### src/rtl/scan_ctrl_pkg.sv
// Shared types and constants for the scan test sequencing controller.
package scan_ctrl_pkg;

    typedef enum logic [2:0] {
        ST_IDLE,
        ST_SEED,
        ST_SHIFT,
        ST_CAPTURE,
        ST_FLUSH,
        ST_UNLOAD,
        ST_DONE
    } state_e;

    // {se1,se0} scan mode encodings
    localparam logic [1:0] MODE_CAP   = 2'b00;
    localparam logic [1:0] MODE_SHIFT = 2'b01;
    localparam logic [1:0] MODE_HOLD  = 2'b10;

    // x^8+x^6+x^5+x^4+1, right-shifting Fibonacci: tap k sits at bit 8-k
    localparam logic [7:0] LFSR_TAPS = 8'h1D;

    function automatic logic [7:0] lfsr_step(input logic [7:0] cur);
        return {^(cur & LFSR_TAPS), cur[7:1]};
    endfunction

endpackage

### src/rtl/scan_test_ctrl_if.sv
// Bundle between the scan controller (master) and its environment/scan top (slave).
interface scan_test_ctrl_if #(
    parameter int unsigned SIG_W = 4
);
    logic             start;
    logic [1:0]       sig_sel;
    logic [SIG_W-1:0] golden;
    logic             sg0;
    logic             sci;
    logic             se0;
    logic             se1;
    logic             lck;
    logic             sge;
    logic             scj0;
    logic             scj1;
    logic             cs;
    logic             trg;
    logic             busy;
    logic             done;
    logic             pass;
    logic [SIG_W-1:0] sig_word;

    modport master (
        input  start, sig_sel, golden, sg0,
        output sci, se0, se1, lck, sge, scj0, scj1, cs, trg, busy, done, pass, sig_word
    );

    modport slave (
        output start, sig_sel, golden, sg0,
        input  sci, se0, se1, lck, sge, scj0, scj1, cs, trg, busy, done, pass, sig_word
    );
endinterface

### src/rtl/scan_lfsr8.sv
// 8-bit Fibonacci pattern LFSR with synchronous seed load and step enable.
module scan_lfsr8
    import scan_ctrl_pkg::*;
#(
    parameter logic [7:0] SEED = 8'hA5
) (
    input  logic       Clk,
    input  logic       reset,
    input  logic       load,
    input  logic       advance,
    output logic [7:0] q
);

    logic [7:0] lfsr_q;
    logic [7:0] lfsr_d;

    always_comb begin
        lfsr_d = lfsr_q;
        if (load) begin
            lfsr_d = SEED;
        end else if (advance) begin
            lfsr_d = lfsr_step(lfsr_q);
        end
    end

    always_ff @(posedge Clk or negedge reset) begin
        if (!reset) begin
            lfsr_q <= SEED;
        end else begin
            lfsr_q <= lfsr_d;
        end
    end

    assign q = lfsr_q;

endmodule

### src/rtl/scan_test_ctrl.sv
// Scan test sequencer: seeds/shifts LFSR patterns, captures, flushes, unloads
// the compacted signature and compares it against a latched golden value.
module scan_test_ctrl
    import scan_ctrl_pkg::*;
#(
    parameter int unsigned CHAIN_LEN = 16,
    parameter int unsigned PATTERNS  = 8,
    parameter int unsigned SIG_W     = 4,
    parameter logic [7:0]  LFSR_SEED = 8'hA5
) (
    input  logic               Clk,
    input  logic               reset,
    scan_test_ctrl_if.master   bus
);

    state_e           state_q, state_d;
    logic [7:0]       bit_q, bit_d;
    logic [7:0]       pat_q, pat_d;
    logic [1:0]       sig_sel_q, sig_sel_d;
    logic [SIG_W-1:0] golden_q, golden_d;
    logic [SIG_W-1:0] sig_word_q, sig_word_d;
    logic [1:0]       mode_q, mode_d;
    logic             lck_q, lck_d;
    logic             sge_q, sge_d;
    logic             sci_q, sci_d;
    logic             cs_q, cs_d;
    logic             trg_q, trg_d;
    logic             busy_q, busy_d;
    logic             done_q, done_d;
    logic             pass_q, pass_d;
    logic [7:0]       lfsr;
    logic             lfsr_load;
    logic             lfsr_adv;

    // The LFSR is held at the seed while idle and steps on every edge that
    // registers a new sci bit, so sci_q is always the bit for the current
    // SHIFT cycle without needing a look-ahead of the LFSR.
    assign lfsr_load = (state_q == ST_IDLE);
    assign lfsr_adv  = (state_d == ST_SHIFT);

    scan_lfsr8 #(
        .SEED (LFSR_SEED)
    ) u_lfsr (
        .Clk     (Clk),
        .reset   (reset),
        .load    (lfsr_load),
        .advance (lfsr_adv),
        .q       (lfsr)
    );

    always_comb begin
        state_d    = state_q;
        bit_d      = bit_q;
        pat_d      = pat_q;
        sig_sel_d  = sig_sel_q;
        golden_d   = golden_q;
        sig_word_d = sig_word_q;
        case (state_q)
            ST_IDLE: begin
                if (bus.start) begin
                    state_d   = ST_SEED;
                    sig_sel_d = bus.sig_sel;
                    golden_d  = bus.golden;
                    bit_d     = '0;
                    pat_d     = '0;
                end
            end
            ST_SEED: state_d = ST_SHIFT;
            ST_SHIFT: begin
                if (bit_q == 8'(CHAIN_LEN - 1)) begin
                    state_d = ST_CAPTURE;
                    bit_d   = '0;
                end else begin
                    bit_d = bit_q + 8'd1;
                end
            end
            ST_CAPTURE: begin
                pat_d   = pat_q + 8'd1;
                state_d = (pat_d == 8'(PATTERNS)) ? ST_FLUSH : ST_SHIFT;
            end
            ST_FLUSH: begin
                if (bit_q == 8'(CHAIN_LEN - 1)) begin
                    state_d = ST_UNLOAD;
                    bit_d   = '0;
                end else begin
                    bit_d = bit_q + 8'd1;
                end
            end
            ST_UNLOAD: begin
                sig_word_d = SIG_W'({sig_word_q, bus.sg0});
                if (bit_q == 8'(SIG_W - 1)) begin
                    state_d = ST_DONE;
                    bit_d   = '0;
                end else begin
                    bit_d = bit_q + 8'd1;
                end
            end
            ST_DONE: begin
                if (!bus.start) begin
                    state_d = ST_IDLE;
                end
            end
            default: state_d = ST_IDLE;
        endcase
    end

    // Outputs are decoded from the next state and registered.
    always_comb begin
        mode_d = MODE_HOLD;
        lck_d  = 1'b0;
        sge_d  = 1'b0;
        sci_d  = 1'b0;
        cs_d   = (state_d != ST_IDLE);
        trg_d  = (state_q == ST_IDLE) && bus.start;
        busy_d = (state_d != ST_IDLE) && (state_d != ST_DONE);
        done_d = (state_d == ST_DONE);
        pass_d = (state_d == ST_DONE) && (sig_word_d == golden_d);
        case (state_d)
            ST_SHIFT: begin
                mode_d = MODE_SHIFT;
                lck_d  = 1'b1;
                sge_d  = 1'b1;
                sci_d  = lfsr[0];
            end
            ST_CAPTURE: begin
                mode_d = MODE_CAP;
                lck_d  = 1'b1;
            end
            ST_FLUSH: begin
                mode_d = MODE_SHIFT;
                lck_d  = 1'b1;
                sge_d  = 1'b1;
            end
            default: ;
        endcase
    end

    always_ff @(posedge Clk or negedge reset) begin
        if (!reset) begin
            state_q    <= ST_IDLE;
            bit_q      <= '0;
            pat_q      <= '0;
            sig_sel_q  <= '0;
            golden_q   <= '0;
            sig_word_q <= '0;
            mode_q     <= MODE_HOLD;
            lck_q      <= 1'b0;
            sge_q      <= 1'b0;
            sci_q      <= 1'b0;
            cs_q       <= 1'b0;
            trg_q      <= 1'b0;
            busy_q     <= 1'b0;
            done_q     <= 1'b0;
            pass_q     <= 1'b0;
        end else begin
            state_q    <= state_d;
            bit_q      <= bit_d;
            pat_q      <= pat_d;
            sig_sel_q  <= sig_sel_d;
            golden_q   <= golden_d;
            sig_word_q <= sig_word_d;
            mode_q     <= mode_d;
            lck_q      <= lck_d;
            sge_q      <= sge_d;
            sci_q      <= sci_d;
            cs_q       <= cs_d;
            trg_q      <= trg_d;
            busy_q     <= busy_d;
            done_q     <= done_d;
            pass_q     <= pass_d;
        end
    end

    assign bus.sci      = sci_q;
    assign bus.se0      = mode_q[0];
    assign bus.se1      = mode_q[1];
    assign bus.lck      = lck_q;
    assign bus.sge      = sge_q;
    assign bus.scj0     = sig_sel_q[0];
    assign bus.scj1     = sig_sel_q[1];
    assign bus.cs       = cs_q;
    assign bus.trg      = trg_q;
    assign bus.busy     = busy_q;
    assign bus.done     = done_q;
    assign bus.pass     = pass_q;
    assign bus.sig_word = sig_word_q;

endmodule

### src/flat_wrapper.sv
// flat-port wrapper written by rule: the top's interface ports become plain ports
module scan_test_ctrl_flat import scan_ctrl_pkg::*;
#(
    parameter int unsigned CHAIN_LEN = 16,
    parameter int unsigned PATTERNS  = 8,
    parameter int unsigned SIG_W     = 4,
    parameter logic [7:0]  LFSR_SEED = 8'hA5
)
  (Clk, reset, bus_start, bus_sig_sel, bus_golden, bus_sg0, bus_sci, bus_se0, bus_se1, bus_lck, bus_sge, bus_scj0, bus_scj1, bus_cs, bus_trg, bus_busy, bus_done, bus_pass, bus_sig_word);
  scan_test_ctrl_if #(.SIG_W(SIG_W)) bus_i ();
  input  logic Clk;
  input  logic reset;
  input wire logic [$bits(bus_i.start)-1:0] bus_start;
  input wire logic [$bits(bus_i.sig_sel)-1:0] bus_sig_sel;
  input wire logic [$bits(bus_i.golden)-1:0] bus_golden;
  input wire logic [$bits(bus_i.sg0)-1:0] bus_sg0;
  output wire logic [$bits(bus_i.sci)-1:0] bus_sci;
  output wire logic [$bits(bus_i.se0)-1:0] bus_se0;
  output wire logic [$bits(bus_i.se1)-1:0] bus_se1;
  output wire logic [$bits(bus_i.lck)-1:0] bus_lck;
  output wire logic [$bits(bus_i.sge)-1:0] bus_sge;
  output wire logic [$bits(bus_i.scj0)-1:0] bus_scj0;
  output wire logic [$bits(bus_i.scj1)-1:0] bus_scj1;
  output wire logic [$bits(bus_i.cs)-1:0] bus_cs;
  output wire logic [$bits(bus_i.trg)-1:0] bus_trg;
  output wire logic [$bits(bus_i.busy)-1:0] bus_busy;
  output wire logic [$bits(bus_i.done)-1:0] bus_done;
  output wire logic [$bits(bus_i.pass)-1:0] bus_pass;
  output wire logic [$bits(bus_i.sig_word)-1:0] bus_sig_word;
  assign bus_i.start = bus_start;
  assign bus_i.sig_sel = bus_sig_sel;
  assign bus_i.golden = bus_golden;
  assign bus_i.sg0 = bus_sg0;
  assign bus_sci = bus_i.sci;
  assign bus_se0 = bus_i.se0;
  assign bus_se1 = bus_i.se1;
  assign bus_lck = bus_i.lck;
  assign bus_sge = bus_i.sge;
  assign bus_scj0 = bus_i.scj0;
  assign bus_scj1 = bus_i.scj1;
  assign bus_cs = bus_i.cs;
  assign bus_trg = bus_i.trg;
  assign bus_busy = bus_i.busy;
  assign bus_done = bus_i.done;
  assign bus_pass = bus_i.pass;
  assign bus_sig_word = bus_i.sig_word;
  scan_test_ctrl #(.CHAIN_LEN(CHAIN_LEN), .PATTERNS(PATTERNS), .SIG_W(SIG_W), .LFSR_SEED(LFSR_SEED)) u_core (.Clk(Clk), .reset(reset), .bus(bus_i));
endmodule
### config.mk
export PLATFORM = sky130hd
export DESIGN_NAME = scan_test_ctrl_flat
export DESIGN_NICKNAME = d
export VERILOG_FILES = /design/src/rtl/scan_ctrl_pkg.sv /design/src/rtl/scan_test_ctrl_if.sv /design/src/rtl/scan_lfsr8.sv /design/src/rtl/scan_test_ctrl.sv /design/src/flat_wrapper.sv
export SDC_FILE = /design/constraint.sdc
export NUM_CORES = 1
export LEC_CHECK = 0
export BUFFER_PORTS_ARGS = -buffer_cell sky130_fd_sc_hd__buf_2
export CAP_MARGIN = 20
export CORE_MARGIN = 10
export CORE_UTILIZATION = 32
export CTS_BUF_LIST = sky130_fd_sc_hd__clkbuf_16
export DETAILED_ROUTE_END_ITERATION = 6
export GPL_TIMING_DRIVEN = 0
export PLACE_DENSITY = 0.52
export RECOVER_POWER = 25
export SYNTH_ARGS = -nofsm -noshare
export SYNTH_HDL_FRONTEND = slang
export SYNTH_SLANG_ARGS = --single-unit
### constraint.sdc
create_clock -name Clk -period 2.7 [get_ports Clk]
set_input_delay 0.54 -clock Clk [delete_from_list [all_inputs] [get_ports Clk]]
set_output_delay 0.54 -clock Clk [all_outputs]
set_load 0.02 [all_outputs]
## Word level (Yosys, flattened, before mapping)

Cells that the tools add are included.

| cells by class | value |
|---|---|
| muxes and demuxes | 21 |
| equal/unequal tests | 16 |
| add/sub/neg operators | 2 |
| reductions and logical operators | 15 |

Operator list:

| kind | count |
|---|---|
| 2-to-1 mux 8 bit | 5 |
| case mux 8 bit (3 select lines) | 1 |
| case mux 3 bit (7 select lines) | 1 |
| 2-to-1 mux 3 bit | 6 |
| adder 8 x 1 -> 8 bit, second input constant | 2 |
| == test 8 x 4 -> 1 bit, second input constant | 2 |
| case mux 8 bit (2 select lines) | 1 |
| == test 3 bit, second input constant | 5 |
| == test 3 x 2 -> 1 bit, second input constant | 4 |
| 2-to-1 mux 4 bit | 3 |
| == test 8 x 2 -> 1 bit, second input constant | 1 |
| XOR reduction 8 bit | 1 |
| AND reduction 2 bit | 3 |
| nonzero test 3 bit | 2 |
| == test 4 bit | 1 |
| case mux 2 bit (2 select lines) | 1 |
| nonzero test 2 bit | 2 |
| OR reduction 2 bit | 2 |
| == test 3 x 1 -> 1 bit, second input constant | 1 |
| logical AND 1 bit | 3 |
| zero test 3 bit | 1 |
| 2-to-1 mux 1 bit | 3 |
| != test 3 bit, second input constant | 1 |
| OR reduction 3 bit | 1 |
| != test 2 bit, second input constant | 1 |

| word-level totals | value |
|---|---|
| word-level logic and storage cells | 70 |
| input port bits | 10 |
| register bits after elaboration | 47 |
| output and inout port bits | 16 |

## Longest topological paths before layout

| depth | value |
|---|---|
| depth in word-level cells | 7 |
| depth in mapped cells | 8 |
| depth with buffers taken out | 7 |

## Hierarchy

Synthesis repeated with hierarchy kept, for this count alone.

| unflattened totals | value |
|---|---|
| cell total of the unflattened synthesis | 240 |
| area total of the unflattened synthesis | 2419.8 µm² |

Modules (own cells, without submodules):

| module | area each (µm²) | cells each | sequential area each (µm²) | instances |
|---|---|---|---|---|
| scan_test_ctrl | 2072.0 | 211 | 952.2 | 1 |
| scan_lfsr8 | 347.8 | 29 | 205.2 | 1 |

## Least setup slack after synthesis

Ideal clock, no wire load.

| path | value |
|---|---|
| kind | register -> register |
| start | register u_core.state_q[1] |
| end | register u_core.pass_q (netlist: u_core.bus.pass) |
| cell stages (with the launch flop) | 9 |
| setup time | 0.080 ns |
| arrival | 2.233 ns |
| path slack | 0.386 ns |
| path buffers | 1 |
| clock period less this slack | 2.314 ns |
| required time | 2.620 ns |
| cell sequence | dfrtp_1 -> buf_2 -> nor3_2 -> nand2_1 -> inv_2 -> mux2_2 -> xor2_1 -> or4_1 -> nor3_2 |

| between the ends | value |
|---|---|
| word-level cells in the longest chain between the ends | 4 |
| elaborated cells on any way between the ends | 18 |
| classes of those cells | eq/ne: 8; mux: 8; reduce/logical: 2 |

Ends and longest elaborated chain:

| element | RTL line | RTL |
|---|---|---|
| from (decl) | scan_test_ctrl.sv:16 | `state_e state_q, state_d;` |
| from (signal assigned) | scan_test_ctrl.sv:156 | `state_q <= state_d;` |
| zero test 3 bit | scan_test_ctrl.sv:58 | `case (state_q)` |
| 2-to-1 mux 4 bit | scan_test_ctrl.sv:58 |  |
| named net u_core.golden_d[3] | scan_test_ctrl.sv:20 | `logic [SIG_W-1:0] golden_q, golden_d;` |
| == test 4 bit | scan_test_ctrl.sv:117 | `pass_d = (state_d == ST_DONE) && (sig_word_d == golden_d);` |
| logical AND 1 bit | scan_test_ctrl.sv:117 |  |
| named net u_core.pass_d | scan_test_ctrl.sv:30 | `logic pass_q, pass_d;` |
| to (signal assigned) | scan_test_ctrl.sv:170 | `pass_q <= pass_d;` |
| to (decl) | scan_test_ctrl.sv:30 |  |

The timed path passes the listed nets, and every way through them passes these cells.
A chain may end at the register's enable or synchronous reset.

## Worst setup path in the final report

Ends and elaborated chain as after synthesis.

==> out/results.txt <==
Largest family of logic cells by synthesized area -> simple AND/OR/NAND/NOR gates
Via density -> 4.63
Worst-path maximum fanout -> 10
Vias in the first global route -> 1634
Async SR Flop Fraction -> 100%
Total Nets Final -> 270
Share of the synthesized area in the top cell type -> 45.8%
Die Wd -> 104 µm
Yosys Warn Count -> 0
Relative slew slack -> 14.1%
Die outline height -> 104 µm
Iter 0 DRT Violations -> 69
Crit. End Element -> register
Layout cell share with drive strength beyond 1 -> 22.8%
Worst-path clk slew -> 60 ps
Post-synth EDFFs -> 0
Avg WL per Cell -> 12.6 µm
Max incr delay on CP -> 480 ps
Min cycle time layout -> 2490 ps
Buffers on Ports -> 25
Crit path DAT -> 2690 ps
Leak -> 1.28 nW
Fin crit share -> 92.0%
Slew Limit Fails -> 0
Antenna violations before repair -> 0
Max Root-Sink Buffers -> 2
Row count -> 30
CP Data Required Time -> 2910 ps
Post-synthesis compound-gate area fraction -> 10.2%
Clock H-tree levels -> 2
# setup viols final -> 0
Setup TNS Final -> 0 ps
Critical path class -> reg -> reg
Area leader, netlist -> dfrtp_1
First-pass iteration count of the detailed router -> 4
#FFs+latches synth -> 46
Post-synth top cells -> 41 x dfrtp_1, 41 x nand2_1, 19 x o21ai_0
Dpl hpwl -> 3.09 mm
Status -> finished clean
Final Hold Vio Count -> 0
Main flop type after synthesis -> dfrtp_1
RSZ-0062 raised after global routing -> false
Hold Crit Class -> in -> async
Die Area -> 0.0107 mm²
Worst path cell trace -> buf_2 -> nor3_4 -> nand2_1 -> inv_2 -> mux2_2 -> xor2_1 -> or4_1 -> nor3_2
Max-cap violations -> 0
Top post-synthesis cells by area -> dfrtp_1 46%, nand2_1 6.9%, dfstp_2 5.9%, o21ai_0 4.2%, mux2_2 4.0%
RD Place Congestion -> 0.765
Cts hold-fix bufs -> 0
Gr usage total -> 8.58%
Synth cell types -> 44
PwrDens -> 1030 mW/mm²
Slew at the pin closest to its max-slew limit -> 1290 ps
Peak supply drop -> 0.350 mV
CP max stage cell -> or4_1
Clk_lat worst skew -> 280 ps
Residual DRC count -> 0
Via count -> 1643
Largest net degree at the start of global routing -> 47
Post-synthesis mux area share -> 6.26%
Starting Density -> 32.9%
GRT overflow -> 0
Fmax -> 402 MHz
Fin util -> 39.8%
Setup Skew -> 4.69 ps
Top-level I/O count -> 26
Fillers -> 668
Synth Area in Adders -> 1.12%
Sequential area share after synthesis -> 51.7%
Syn nets -> 233
Syn_area_per_cell -> 10.1 µm²
Total Power -> 2.79 mW
Cells after Synth -> 221
Synth Area in Simple Gates -> 22.9%
DRT antenna net count -> 0
Detailed Route WL -> 4.46 mm
Post-Synth XOR/XNOR Area -> 5.09%
Crit path launch type -> register
Clock root cell -> clkbuf_16
Core Area -> 0.00679 mm²
TritonCTS Buffers -> 5
CTS sink cnt -> 46
P&R area growth vs syn -> 20.9%
First-pass GRT wire length -> 7.76 mm
# diodes -> 0
Mapped Area -> 0.00224 mm²
CTS tree -> yes
## repair_timing
item                       in CTS  in global routing
setup endpoints to repair       0                  3
resized for setup               0                  1
buffers inserted                0                  4
## power breakdown
group,switching [mW],internal (mW),total (mW)
registers,0.157,0.939,1.10
clock network,0.249,0.430,0.679
logic,0.543,0.474,1.02
## cell type report
class | count | area, µm² | share of cell area, %
multi-input combinational | 160 | 1020 | 37.9
clock inverter | 3 | 37.5 | 1.39
inverter | 8 | 30.0 | 1.11
tap | 96 | 120 | 4.44
sequential | 46 | 1160 | 42.8
clock buffer | 5 | 125 | 4.62
timing repair buffer | 30 | 179 | 6.61
buffer | 7 | 32.5 | 1.20
## critical path, delay by kind of cell (launching register included)
family        cells  cell delay (ps)
xor+xnor          1              140
mux               1              380
flops             1              360
simple gates      4             1170
buf+inv           2              370
## state kept, by name, indices dropped and copies added, names as in the netlist, 2 cells and up
name and count:
u_core.sig_sel_q 2, u_core.u_lfsr.q 8, u_core.golden_q 4, u_core.mode_q 2, u_core.bit_q 8, u_core.bus.sig_word 4
u_core.pat_q 8, u_core.state_q 3
## cell families after synthesis
| group | count (synthesis) |
|---|---|
| buffers and inverters | 15 |
| multiplexers | 13 |
| XOR/XNOR | 13 |
| AO/OA/AOI/OAI | 34 |
| AND/OR/NAND/NOR | 98 |
| flip-flops | 46 |
| adder cells (fa/ha/maj) | 2 |
## cells in the final DEF (no fill, tap or decap), types with 3 or more instances in the layout
master and n:
xnor2_1 5, inv_1 8, and3_1 3, mux2_2 8, xor2_1 8, and2_1 4, buf_4 4, nor2b_1 3
buf_2 26, nor3b_1 3, a21oi_1 3, a21o_1 4, dfstp_2 5, clkbuf_1 5, nand3_1 11, nor2_1 14
clkbuf_16 5, o21ai_0 19, dfrtp_1 41, nand2_1 41, mux2i_1 5
## path summary, 6_finish.rpt
check                                                startpoint                              end  slack [ps]  cells after the start
min in group Clk                                 bus_sig_sel[1]  u_core.sig_sel_q[1]$_DFFE_PN0P_         450                      3
worst min register to register  u_core.sig_sel_q[1]$_DFFE_PN0P_  u_core.sig_sel_q[1]$_DFFE_PN0P_         470                      2
max in group asynchronous                                 reset      u_core.bit_q[6]$_DFFE_PN0P_         480                      2
worst min-delay path                                      reset      u_core.pat_q[4]$_DFFE_PN0P_         390                      1
worst max-delay path                u_core.state_q[1]$_DFF_PN0_        u_core.bus.pass$_DFF_PN0_         210                      8
worst max register to register      u_core.state_q[1]$_DFF_PN0_        u_core.bus.pass$_DFF_PN0_         210                      8
## per-stage QoR
stage                     hold slack [ps]  instance area, µm²  instances  setup slack [ps]
final                                 391                2710        355               215
after global routing                  446                2710        355              19.1
after detailed placement              463                2480        342              42.5
after floorplan                       244                2240        221               386
after global placement                458                2480        342              51.7
after CTS                             445                2650        350              11.0
## per-layer routing
metal	part of all wire [%]	wire, µm	GRT usage [%]
met1	47	2080	10.1
met2	49	2190	14.1
met3	3.3	148	2.85
met4	1.0	46	3.33
met5	0	0	0
(Power assumes the default switching activity.)
